===== src/rtl/spoc64_bdo_buffer_pkg.sv =====
// ---------------------------------------------------------------------------
// spoc64_bdo_buffer_pkg
// Shared LWC constants for the bdo output buffer:
//   - bdo_state_t : input-side segment tracker states (IDLE / DATA / TAG)
//   - TAG_WORDS   : number of words in a tag (tag_done fires on the last one)
//   - size_to_mask: in_size (0..4, 5..7 saturate to 4) -> MSB-first byte mask
//   - mask_to_bits: expand a 4-bit byte mask to a 32-bit bit mask
// ---------------------------------------------------------------------------
package spoc64_bdo_buffer_pkg;

    typedef enum logic [1:0] {
        ST_IDLE = 2'd0,
        ST_DATA = 2'd1,
        ST_TAG  = 2'd2
    } bdo_state_t;

    localparam int TAG_WORDS = 2;

    function automatic logic [3:0] size_to_mask(input logic [2:0] size);
        logic [3:0] mask;
        case (size)
            3'd0:    mask = 4'b0000;
            3'd1:    mask = 4'b1000;
            3'd2:    mask = 4'b1100;
            3'd3:    mask = 4'b1110;
            default: mask = 4'b1111;  // 4, and out-of-range 5..7 saturate
        endcase
        return mask;
    endfunction

    function automatic logic [31:0] mask_to_bits(input logic [3:0] mask);
        return {{8{mask[3]}}, {8{mask[2]}}, {8{mask[1]}}, {8{mask[0]}}};
    endfunction

endpackage


===== src/rtl/spoc64_bdo_buffer_fifo.sv =====
// ---------------------------------------------------------------------------
// spoc64_fifo
// DEPTH x W register FIFO with first-word-fall-through read port.
// Pointers carry one extra wrap bit so full and empty are distinguishable.
// Ports:
//   clk, rst (async, active-low)
//   push, wdata  : write side; ignored while full
//   pop, rdata   : read side; rdata is the head entry, pop ignored while empty
//   full, empty  : occupancy flags
// ---------------------------------------------------------------------------
module spoc64_fifo #(
    parameter int W     = 38,
    parameter int DEPTH = 2
) (
    input  logic         clk,
    input  logic         rst,
    input  logic         push,
    input  logic [W-1:0] wdata,
    input  logic         pop,
    output logic [W-1:0] rdata,
    output logic         full,
    output logic         empty
);

    localparam int AW = (DEPTH > 1) ? $clog2(DEPTH) : 1;

    logic [AW:0]  wr_ptr_q, wr_ptr_d;
    logic [AW:0]  rd_ptr_q, rd_ptr_d;
    logic [W-1:0] mem_q [DEPTH];
    logic [W-1:0] mem_d [DEPTH];
    logic         do_push, do_pop;

    assign empty   = (wr_ptr_q == rd_ptr_q);
    assign full    = (wr_ptr_q[AW] != rd_ptr_q[AW]) &&
                     (wr_ptr_q[AW-1:0] == rd_ptr_q[AW-1:0]);
    assign do_push = push && !full;
    assign do_pop  = pop && !empty;
    assign rdata   = mem_q[rd_ptr_q[AW-1:0]];

    always_comb begin
        wr_ptr_d = wr_ptr_q;
        rd_ptr_d = rd_ptr_q;
        mem_d    = mem_q;
        if (do_push) begin
            mem_d[wr_ptr_q[AW-1:0]] = wdata;
            wr_ptr_d = wr_ptr_q + (AW+1)'(1);
        end
        if (do_pop) begin
            rd_ptr_d = rd_ptr_q + (AW+1)'(1);
        end
    end

    // NOTE: sequential state uses non-blocking assignments so every flop
    // samples the pre-edge values regardless of block ordering.
    always_ff @(posedge clk or negedge rst) begin
        if (!rst) begin
            wr_ptr_q <= '0;
            rd_ptr_q <= '0;
        end else begin
            wr_ptr_q <= wr_ptr_d;
            rd_ptr_q <= rd_ptr_d;
        end
    end

    // NOTE: storage is deliberately left unreset; the pointers define which
    // entries are meaningful and the top gates outputs to zero when empty.
    always_ff @(posedge clk) begin
        mem_q <= mem_d;
    end

endmodule


===== src/rtl/spoc64_bdo_buffer.sv =====
// ---------------------------------------------------------------------------
// spoc64_bdo_buffer
// Buffers datapath bdo words (data or tag) towards the post-processor.
// Tracks the segment on the input side (IDLE / DATA / TAG), forces tag words
// to full size, marks end_of_type, drops out-of-place words with a sticky err.
// Optional: define SPOC64_BDO_MASK_EN to zero bytes beyond in_size in bdo;
// otherwise bdo carries in_data unchanged.
// Ports:
//   clk, rst (async, active-low)
//   in_valid/in_ready/in_data/in_size/in_last/in_tag : datapath input
//   bdo_valid/bdo_ready/bdo/bdo_valid_bytes/end_of_type : output word
//   tag_done : high in the cycle the final tag word is popped
//   err      : sticky protocol error
// ---------------------------------------------------------------------------
module spoc64_bdo_buffer
    import spoc64_bdo_buffer_pkg::*;
#(
    parameter int PW    = 32,
    parameter int DEPTH = 2
) (
    input  logic          clk,
    input  logic          rst,
    input  logic          in_valid,
    output logic          in_ready,
    input  logic [PW-1:0] in_data,
    input  logic [2:0]    in_size,
    input  logic          in_last,
    input  logic          in_tag,
    output logic          bdo_valid,
    input  logic          bdo_ready,
    output logic [PW-1:0] bdo,
    output logic [3:0]    bdo_valid_bytes,
    output logic          end_of_type,
    output logic          tag_done,
    output logic          err
);

    // Entry layout: {tag, end_of_type, valid_bytes[3:0], data[PW-1:0]}
    localparam int ENTRY_W = PW + 6;
    localparam logic [1:0] TAG_LAST = 2'(TAG_WORDS - 1);

    bdo_state_t state_q, state_d;
    logic [1:0] tag_cnt_q, tag_cnt_d;  // tag words accepted in current tag
    logic       err_q, err_d;

    logic               fifo_full, fifo_empty;
    logic               accept, drop, push, pop;
    logic [3:0]         wr_bytes;
    logic               wr_eot;
    logic [PW-1:0]      wr_data;
    logic [ENTRY_W-1:0] wr_entry, rd_entry;
    logic               tag_is_last;

    // Held low during reset so nothing is accepted before the buffer is live.
    assign in_ready    = rst && !fifo_full;
    assign accept      = in_valid && in_ready;
    assign tag_is_last = (tag_cnt_q == TAG_LAST);

    always_comb begin
        state_d   = state_q;
        tag_cnt_d = tag_cnt_q;
        err_d     = err_q;
        drop      = 1'b0;
        wr_bytes  = size_to_mask(in_size);
        wr_eot    = in_last;
        if (in_tag) begin
            wr_bytes = 4'b1111;
            wr_eot   = tag_is_last;
        end
        if (accept) begin
            case (state_q)
                ST_IDLE, ST_TAG: begin
                    if (in_tag) begin
                        if (tag_is_last) begin
                            state_d   = ST_IDLE;
                            tag_cnt_d = '0;
                        end else begin
                            state_d   = ST_TAG;
                            tag_cnt_d = tag_cnt_q + 2'd1;
                        end
                    end else if (state_q == ST_TAG) begin
                        drop  = 1'b1;
                        err_d = 1'b1;
                    end else if (!in_last) begin
                        state_d = ST_DATA;
                    end
                end
                ST_DATA: begin
                    if (in_tag) begin
                        drop  = 1'b1;
                        err_d = 1'b1;
                    end else if (in_last) begin
                        state_d = ST_IDLE;
                    end
                end
                default: state_d = ST_IDLE;
            endcase
        end
    end

    always_ff @(posedge clk or negedge rst) begin
        if (!rst) begin
            state_q   <= ST_IDLE;
            tag_cnt_q <= '0;
            err_q     <= 1'b0;
        end else begin
            state_q   <= state_d;
            tag_cnt_q <= tag_cnt_d;
            err_q     <= err_d;
        end
    end

`ifdef SPOC64_BDO_MASK_EN
    assign wr_data = in_data & mask_to_bits(wr_bytes);
`else
    assign wr_data = in_data;
`endif

    assign push     = accept && !drop;
    assign wr_entry = {in_tag, wr_eot, wr_bytes, wr_data};

    spoc64_fifo #(
        .W     (ENTRY_W),
        .DEPTH (DEPTH)
    ) u_fifo (
        .clk   (clk),
        .rst   (rst),
        .push  (push),
        .wdata (wr_entry),
        .pop   (pop),
        .rdata (rd_entry),
        .full  (fifo_full),
        .empty (fifo_empty)
    );

    assign bdo_valid = !fifo_empty;
    assign pop       = bdo_valid && bdo_ready;

    // Outputs read zero whenever the FIFO is empty, including during reset.
    assign bdo             = fifo_empty ? '0 : rd_entry[PW-1:0];
    assign bdo_valid_bytes = fifo_empty ? '0 : rd_entry[PW+3:PW];
    assign end_of_type     = !fifo_empty && rd_entry[PW+4];
    assign tag_done        = pop && rd_entry[PW+5] && rd_entry[PW+4];
    assign err             = err_q;

endmodule


===== config.mk =====
export PLATFORM = sky130hd
export DESIGN_NAME = spoc64_bdo_buffer
export DESIGN_NICKNAME = d
export VERILOG_FILES = /design/src/rtl/spoc64_bdo_buffer_pkg.sv /design/src/rtl/spoc64_bdo_buffer_fifo.sv /design/src/rtl/spoc64_bdo_buffer.sv
export SDC_FILE = /design/constraint.sdc
export NUM_CORES = 1
export LEC_CHECK = 0
export CORE_AREA = 2 2 97 99
export CTS_CLUSTER_SIZE = 16
export DETAILED_ROUTE_END_ITERATION = 12
export DIE_AREA = 0 0 99 101
export HOLD_SLACK_MARGIN = 0.1
export PLACE_DENSITY = 0.67
export REMOVE_ABC_BUFFERS = 1
export SLEW_MARGIN = 20
export SYNTH_ARGS = -nofsm -noshare
export SYNTH_HDL_FRONTEND = slang
export SYNTH_SLANG_ARGS = --single-unit
export TNS_END_PERCENT = 10

===== constraint.sdc =====
create_clock -name clk -period 3.4 [get_ports clk]
set_clock_uncertainty 0.15 [all_clocks]
set_input_delay 0.51 -clock clk [delete_from_list [all_inputs] [get_ports clk]]
set_output_delay 0.51 -clock clk [all_outputs]
set_load 0.02 [all_outputs]

==> flow_summary.ini, run 1 <==
[power]
power-per-cell-area_nw_per_um2 = 988
power.static_leakage_nw = 1.73
vdd_drop_max_mv = 0.459
total_power_consumption_w = 0.00462

[place]
port_buffers = 81
placed_cells = 409
placer_s_final_routability_congestion_estimate = 0.846
dp_hpwl_um = 4430

[worst_setup_path]
critical_path_arrival_ps = 2410
critical-path-slowest-cell = sky130_fd_sc_hd__clkdlybuf4s50_1
critPathBufInv = 2
critical_path.startpoint_type = flop
cp-end-kind = primary output
critical_path.max_stage_delay_ps = 540
cp_data_required_time_ps = 2740
path_class = reg2out
path_cells = xnor2_2, nor2b_4, buf_4, nor2_1, clkdlybuf4s50_1
timing.critical_path.depth = 5
worst_path_dominant_cell_family = buffers and inverters
cp_max_fo = 12
r2r_setup_slack_ps = 1180
ff2ff_path_depth = 7

[global_route]
grt-ovfl-total = 0
grt_pass1_wl_um = 9830
grt_util_all_layers_pct = 12.9
number_of_global_route_vias_before_repair = 2074
grt_antenna_before_repair = 0
grt_start_max_net_pins = 39

[synth]
postSynthRegisterBits = 85
postSynth.topFlopCell = sky130_fd_sc_hd__edfxtp_1
synthCells = 220
yosysSeqAreaShare_pct = 72.3
avgSynthCellArea_um2 = 15.8
synth_enable_flop_cells = 76
synthDistinctLibCells = 33
yosys_warnings = 0
syn-cell-area_um2 = 3470
ys_async_sr_fraction_pct = 10.6

[floorplanning]
io-pin-count = 82
floorplan.die.height_um = 101
die_w_um = 99
design.core.area_um2 = 8980
floorplan.die_area_um2 = 10000
fp-row-count = 35
initial_core_util_pct = 38.6

[cells_and_area]
finalNonFillerCells = 424
final_common_cell = sky130_fd_sc_hd__clkdlybuf4s50_1
nets = 354
drive_gt1_share_pct = 12.1
antenna_cells_inserted = 0
layout.cells.most_common_list = 81 x sky130_fd_sc_hd__clkdlybuf4s50_1, 76 x sky130_fd_sc_hd__edfxtp_1, 39 x sky130_fd_sc_hd__nor2_1
area_growth_pct = 34.8

[clocking]
cts_setup_buffers = 0
clk_transition_reported_paths_ps = 80
max_buffers_root_to_sink = 2
ctsResizeCount = 0
ctsHtreeMaxLevel = 3
ctsHoldBuffers = 0
clock_latency_ps = 340
cts.root.buffer_cell = sky130_fd_sc_hd__clkbuf_8
cts_buffers = 9
clock_tree_from_tritoncts = yes
cts.sink_count = 85

[sta]
finalSetupViolations = 0
max_slew_margin_pct = 71.3
layout_worst_path_cycle_share_pct = 90.3
grt_setup_unrepaired = no
timing_hold_violations_final = 0
pins_over_their_slew_limit = 0
max_slew.worst_pin.slew_ps = 426
period_needed_ps = 3070
achievable-frequency_mhz = 326

[hold_path]
worst_hold_check_path_type = in2async

[detailed_routing]
finalWirelength_um = 6320
drt_first_pass_iters = 4
detail_route.iter0.violations = 75
vias_per_cell = 4.74
wl_per_cell_um = 14.9
via_count = 2009
drc = 0
drtAntennaViolNets = 0

[status]
status = completed

[job]
cap_violations = 0
[area by class of cell]
| cell class | count | area, µm² |
|---|---|---|
| clock buffer | 9 | 124 |
| clock inverter | 6 | 111 |
| timing repair buffer | 89 | 883 |
| tap | 111 | 139 |
| fill | 768 | 4310 |
| multi-input combinational | 119 | 886 |
| inverter | 5 | 18.8 |
| sequential | 85 | 2510 |
[routing by layer]
metal / wire length, µm / share of wire [%] / up-vias / global-route usage, %
met5: 0 / 0 / - / 0
met1: 2730 / 43 / 964 / 15.5
met4: 125 / 2.0 / 0 / 6.01
met2: 3110 / 49 / 56 / 22.0
met3: 341 / 5.4 / 12 / 2.91
li1: - / - / 977 / -
[worst paths after layout]
path	start	endpoint
min in group clk	err	err
worst max register to register	state_q[0]	u_fifo.mem_q[29]
worst max-delay path	u_fifo.wr_ptr_q[0]	bdo_valid_bytes[0]
worst min-delay path	rst	state_q[0]
max in group asynchronous	rst	u_fifo.rd_ptr_q[0]
worst min register to register	err	err
[report_power, final]
group | leakage (nW) | internal, W | total, W | switching, W
registers | 0.794 | 0.00135 | 0.00144 | 0.0000908
logic | 0.822 | 0.00108 | 0.00235 | 0.00127
clock network | 0.117 | 0.000485 | 0.000823 | 0.000338
total | 1.73 | 0.00292 | 0.00462 | 0.00170
[cells in the mapped netlist (3+ instances only)]
cell | instances | area (µm²)
sky130_fd_sc_hd__buf_4 | 3 | 22.5
sky130_fd_sc_hd__mux2i_1 | 38 | 380
sky130_fd_sc_hd__nor2_1 | 40 | 150
sky130_fd_sc_hd__or2_2 | 3 | 18.8
sky130_fd_sc_hd__inv_1 | 4 | 15.0
sky130_fd_sc_hd__edfxtp_1 | 76 | 2280
sky130_fd_sc_hd__mux2_2 | 4 | 45.0
sky130_fd_sc_hd__dfrtp_1 | 9 | 225
sky130_fd_sc_hd__nand2_1 | 3 | 11.3
sky130_fd_sc_hd__xnor2_1 | 3 | 26.3
sky130_fd_sc_hd__ha_1 | 4 | 50.1
sky130_fd_sc_hd__buf_2 | 7 | 35.0
[cells by family after synthesis]
family                   Yosys count  share of synthesized area [%]
multiplexers                      43                           12.6
buffers and inverters             16                           2.53
adder cells (fa/ha/maj)            4                           1.44
flip-flops                        85                           72.3
XOR/XNOR                           6                           1.95
AND/OR/NAND/NOR                   54                           6.64
AO/OA/AOI/OAI                     12                           2.49
[registers in the layout, indices dropped and copies added, names as in the netlist]
name	count
tag_cnt_q	2
u_fifo.rd_ptr_q	2
u_fifo.mem_q	76
err	1
state_q	2
u_fifo.wr_ptr_q	2
[per-stage QoR]
step	instance area, µm²	util [%]	setup TNS, ps	setup slack, ps	hold WS (ps)
3_3_place_gp	4440	49.4	0	675	318
5_1_grt	4670	52.0	0	189	233
3_5_place_dp	4440	49.4	0	626	316
2_1_floorplan	3400	-	-56750	-819	64.4
6_report	4670	52.0	0	328	230
4_1_cts	4670	52.0	0	285	212
No activity file was read; power rests on OpenSTA's default activity.
==> run 2: changes to the inputs <==
--- a/config.mk
+++ b/config.mk
@@ -10,7 +10,8 @@
 export DETAILED_ROUTE_END_ITERATION = 12
 export DIE_AREA = 0 0 99 101
 export HOLD_SLACK_MARGIN = 0.1
-export PLACE_DENSITY = 0.67
+export MAX_ROUTING_LAYER = met4
+export PLACE_DENSITY_LB_ADDON = 0.12
 export REMOVE_ABC_BUFFERS = 1
 export SLEW_MARGIN = 20
 export SYNTH_ARGS = -nofsm -noshare
==> run 2 against run 1 <==
Setup slack improved by 25 ps. Global-route usage is 0.81 points higher. Via count shrank 1.3%. First-iteration DRC count grew 43%. Clock-buffer cell count up 3. Sequential share of layout area is 0.88 points higher. Total power decreased by 4.5%. Combinational power about the same. Sequential power barely moved. Routed wire length rose by 1.4%. Maximum frequency increased by 0.82%. Register-to-register slack improved by 220 ps. Critical endpoint is now tag_done. Largest power group unchanged.
==> flow_summary.ini, run 2 (synthesized netlist as in run 1, its figures left out) <==
[worst_setup_path]
critical_path.startpoint_type = flop
critical_path.max_stage_delay_ps = 560
cp-end-kind = primary output
path_cells = buf_4, mux2_2, and3_1, clkdlybuf4s50_1
worst_r2r_startpoint = u_fifo.wr_ptr_q[0]
cp_data_required_time_ps = 2740
cp_max_fo = 42
critical-path-slowest-cell = sky130_fd_sc_hd__buf_4
path_class = reg2out
critical_path_arrival_ps = 2390
startpoint = u_fifo.rd_ptr_q[0]

[sta]
layout_worst_path_cycle_share_pct = 89.6
timing.setup.tns_ps = 0
pins_over_their_slew_limit = 0
finalSetupViolations = 0
max_slew.worst_pin.slew_ps = 710
timing_hold_violations_final = 0
max_slew_margin_pct = 52.7
period_needed_ps = 3050
hold-worst-slack_ps = 277
achievable-frequency_mhz = 328
grt_setup_unrepaired = no

[global_route]
grt_pass1_wl_um = 9870
grt_start_max_net_pins = 43
grt_util_all_layers_pct = 13.7
number_of_global_route_vias_before_repair = 1998
grt-ovfl-total = 0
grt_antenna_before_repair = 0

[clocking]
ctsResizeCount = 0
clock_latency_ps = 340
ctsHtreeMaxLevel = 3
clock_tree_from_tritoncts = yes
ctsHoldBuffers = 0
cts.root.buffer_cell = sky130_fd_sc_hd__clkbuf_8
cts_buffers = 9
max_buffers_root_to_sink = 2
clk_transition_reported_paths_ps = 80
cts_setup_buffers = 0
cts.sink_count = 85

[place]
dp_hpwl_um = 4130
port_buffers = 81
placer_s_final_routability_congestion_estimate = 0.734

[power]
internal_power_w = 0.00271
power-per-cell-area_nw_per_um2 = 959
vdd_drop_max_mv = 0.452
power.clock.fraction_pct = 13.6
power.combinational.fraction_pct = 53.9
power.static_leakage_nw = 1.68
power.switching_fraction_pct = 38.6
p_switching_w = 0.00170
power.sequential.fraction_pct = 32.5
total_power_consumption_w = 0.00441

[floorplanning]
io-pin-count = 82
floorplan.die.height_um = 101
fp-row-count = 35
initial_core_util_pct = 38.6
design.core.area_um2 = 8980
floorplan.die_area_um2 = 10000
die_w_um = 99

[detailed_routing]
via_count = 1982
drc = 0
drtAntennaViolNets = 0
finalWirelength_um = 6410
drt_first_pass_iters = 4
wl_per_cell_um = 15.1
vias_per_cell = 4.69
detail_route.iter0.violations = 107

[cells_and_area]
sequential_cell_area_um2 = 2510
nets = 352
fillCellCount = 787
layout.cells.most_common_list = 81 x sky130_fd_sc_hd__clkdlybuf4s50_1, 76 x sky130_fd_sc_hd__edfxtp_1, 39 x sky130_fd_sc_hd__nor2_1
multiInputGateArea_um2 = 886
largest_reg_flops = 76
drive_gt1_share_pct = 10.9
final_common_cell = sky130_fd_sc_hd__clkdlybuf4s50_1
top_register = u_fifo.mem_q
antenna_cells_inserted = 0
area_growth_pct = 32.6

[status]
status = completed

[hold_path]
worst_hold_check_path_type = in2async

[job]
cap_violations = 0
## run 2: worst paths after layout
path / end / slack, ps / cells after the start
worst min-delay path: tag_cnt_q[1] / 280 / 1
worst min register to register: tag_cnt_q[0] / 330 / 1
worst max-delay path: tag_done / 350 / 4
max in group asynchronous: u_fifo.rd_ptr_q[0] / 2420 / 2
min in group clk: tag_cnt_q[0] / 330 / 1
worst max register to register: u_fifo.mem_q[44] / 1400 / 5
## run 2: final cells by class
| cell class | count | share of cell area (%) |
|---|---|---|
| inverters | 5 | 0.408 |
| clock inverters | 4 | 0.599 |
| clock buffers | 12 | 2.94 |
| flip-flops and latches | 85 | 54.6 |
| repair buffers | 87 | 19.2 |
| well taps | 111 | 3.02 |
| multi-input cells | 119 | 19.3 |
## run 2: power groups by stage
stage                     sequential (W)  clock, W  combinational [W]
final                            0.00143  0.000599            0.00238
after global routing             0.00145  0.000667            0.00256
after CTS                        0.00144  0.000616            0.00242
after detailed placement         0.00146         0            0.00242
after global placement           0.00145         0            0.00241
after floorplan                  0.00154         0            0.00122
## run 2: stage by stage
stage	util (%)	setup WS, ps	instance area [µm²]	std cells
detailed placement	49.4	636	4430	407
global route	51.2	166	4600	423
finish	51.2	353	4600	423
global placement	49.4	616	4430	407
floorplan	-	-819	3400	209
CTS	51.2	276	4600	423
## run 2: layer usage
| layer | part of all wire [%] | vias to the layer above | wire length [µm] | track usage, % |
|---|---|---|---|---|
| li1 | - | 967 | - | - |
| met1 | 45 | 957 | 2860 | 16.1 |
| met2 | 50 | 49 | 3180 | 22.6 |
| met3 | 4.4 | 9 | 282 | 3.19 |
| met4 | 1.2 | 0 | 74 | 6.01 |
| met5 | 0 | - | 0 | - |
## run 2: worst max-delay path: cells and delay by family (launching register included)
| kind | cells | cell delay [ps] |
|---|---|---|
| flops | 1 | 380 |
| simple gates | 1 | 170 |
| buf+inv | 2 | 1090 |
| mux | 1 | 400 |
==> run 3: changes to the inputs <==
--- a/config.mk
+++ b/config.mk
@@ -5,10 +5,10 @@
 export SDC_FILE = /design/constraint.sdc
 export NUM_CORES = 1
 export LEC_CHECK = 0
-export CORE_AREA = 2 2 97 99
+export CORE_AREA = 2 2 91 93
 export CTS_CLUSTER_SIZE = 16
 export DETAILED_ROUTE_END_ITERATION = 12
-export DIE_AREA = 0 0 99 101
+export DIE_AREA = 0 0 93 95
 export HOLD_SLACK_MARGIN = 0.1
 export MAX_ROUTING_LAYER = met4
 export PLACE_DENSITY_LB_ADDON = 0.12
==> run 3 against run 2 <==
Clock power is 2% higher. Worst hold slack better by 20 ps. Combinational power hardly changed. Routed wire length decreased by 2.5%. Via count up 0.50%. Critical path depth increased by 1. Non-clock buffer count increased by 1. Sequential share of layout area increased by 0.10 points. Critical path type unchanged. Critical endpoint is now bdo[14]. Highest routed layer unchanged.
==> flow_summary.ini, run 3 (synthesized netlist as in run 1, its figures left out) <==
[cells_and_area]
largest_reg_flops = 76
finalNonFillerCells = 418
top_register = u_fifo.mem_q
sequential_cell_area_um2 = 2510
nets = 353
area_growth_pct = 32.3
multiInputGateArea_um2 = 886
fillCellCount = 655
drive_gt1_share_pct = 11.8
final_common_cell = sky130_fd_sc_hd__clkdlybuf4s50_1
layout.cells.most_common_list = 81 x sky130_fd_sc_hd__clkdlybuf4s50_1, 76 x sky130_fd_sc_hd__edfxtp_1, 39 x sky130_fd_sc_hd__nor2_1
antenna_cells_inserted = 0

[floorplanning]
io-pin-count = 82
die_w_um = 93
floorplan.die_area_um2 = 8840
floorplan.die.height_um = 95
design.core.area_um2 = 7930
fp-row-count = 33
initial_core_util_pct = 43.7

[global_route]
grt_antenna_before_repair = 0
grt_start_max_net_pins = 43
grt_util_all_layers_pct = 15.4
grt_pass1_wl_um = 9880
grt-ovfl-total = 0
number_of_global_route_vias_before_repair = 2045

[worst_setup_path]
cp_data_required_time_ps = 2740
critPathBufInv = 2
critical_path_arrival_ps = 2430
ff2ff_path_depth = 7
critical-path-slowest-cell = sky130_fd_sc_hd__clkdlybuf4s50_1
path_cells = xnor2_2, nor2b_4, buf_12, nor2_1, clkdlybuf4s50_1
worst_r2r_startpoint = state_q[0]
regToRegEndpoint = u_fifo.mem_q[12]
r2r_setup_slack_ps = 1390
worst_path_dominant_cell_family = buffers and inverters
cp-end-kind = primary output
critical_path.startpoint_type = flop
cp_max_fo = 22
path_class = reg2out
critical_path.max_stage_delay_ps = 540

[place]
detailedPlace.worstSlack_ps = 650
placer_s_final_routability_congestion_estimate = 0.819
placed_cells = 402
port_buffers = 81
dp_hpwl_um = 4130

[detailed_routing]
drt_first_pass_iters = 4
via_count = 1992
finalWirelength_um = 6240
drc = 0
drtAntennaViolNets = 0
vias_per_cell = 4.77
wl_per_cell_um = 14.9
detail_route.iter0.violations = 109

[sta]
period_needed_ps = 3090
max_slew.worst_pin.slew_ps = 713
grt_setup_unrepaired = no
finalSetupViolations = 0
hold-worst-slack_ps = 296
layout_worst_path_cycle_share_pct = 91.0
pins_over_their_slew_limit = 0
final.setup.worst_slack_ps = 307
achievable-frequency_mhz = 323
timing_hold_violations_final = 0
max_slew_margin_pct = 52.5

[clocking]
ctsHtreeMaxLevel = 3
cts_setup_buffers = 0
max_buffers_root_to_sink = 2
ctsResizeCount = 0
clk_transition_reported_paths_ps = 80
cts_buffers = 9
cts.root.buffer_cell = sky130_fd_sc_hd__clkbuf_8
ctsHoldBuffers = 0
clock_latency_ps = 340
cts.sink_count = 85
clock_tree_from_tritoncts = yes

[job]
cap_violations = 0

[power]
vdd_drop_max_mv = 0.419
power-per-cell-area_nw_per_um2 = 963
total_power_consumption_w = 0.00442
power.static_leakage_nw = 1.69

[status]
status = completed

[hold_path]
worst_hold_check_path_type = in2async
[run 3: changes by cell type in the layout (fill, tap and decap cells not counted), sizes merged]
| cell | previous run | this run |
|---|---|---|
| inv | 4 | 5 |
| clkinv | 2 | 4 |
| buf | 6 | 7 |
| clkinvlp | 3 | 2 |
| clkbuf | 12 | 10 |
[run 3: cell type report]
class	count	area share, %
repair buffers	88	19.1
inverters	5	0.409
clock inverters	6	0.846
flip-flops and latches	85	54.7
multi-input cells	119	19.3
well taps	105	2.86
clock buffers	10	2.78
[run 3: how the worst max path moves through the flow]
stage                     slack [ps]               end                from  cells past startpoint
after CTS                        260           bdo[14]  u_fifo.wr_ptr_q[0]                      5
after global placement           630          in_ready                 rst                      4
after floorplan                 -820  u_fifo.mem_q[38]  u_fifo.rd_ptr_q[0]                      4
after global routing             140           bdo[11]  u_fifo.wr_ptr_q[0]                      5
final                            310           bdo[14]  u_fifo.wr_ptr_q[0]                      5
after detailed placement         650           bdo[14]  u_fifo.wr_ptr_q[0]                      5
[run 3: power by group]
group	leakage, nW	switching [W]	internal (W)
registers	0.794	0.0000844	0.00135
clock network	0.0824	0.000344	0.000264
logic	0.813	0.00128	0.00109
total	1.69	0.00171	0.00270
[run 3: metrics by stage]
stage | cell area (µm²) | util, % | setup TNS [ps]
2_1_floorplan | 3400 | - | -56750
3_3_place_gp | 4420 | 55.8 | 0
3_5_place_dp | 4420 | 55.8 | 0
4_1_cts | 4590 | 57.9 | 0
5_1_grt | 4590 | 57.9 | 0
6_report | 4590 | 57.9 | 0
[run 3: routing by layer]
layer,up-vias,track usage (%),part of all wire [%]
li1,974,-,-
met1,961,17.1,43
met2,47,27.2,51
met3,10,2.87,4.1
met4,0,6.99,1.8
met5,-,-,0
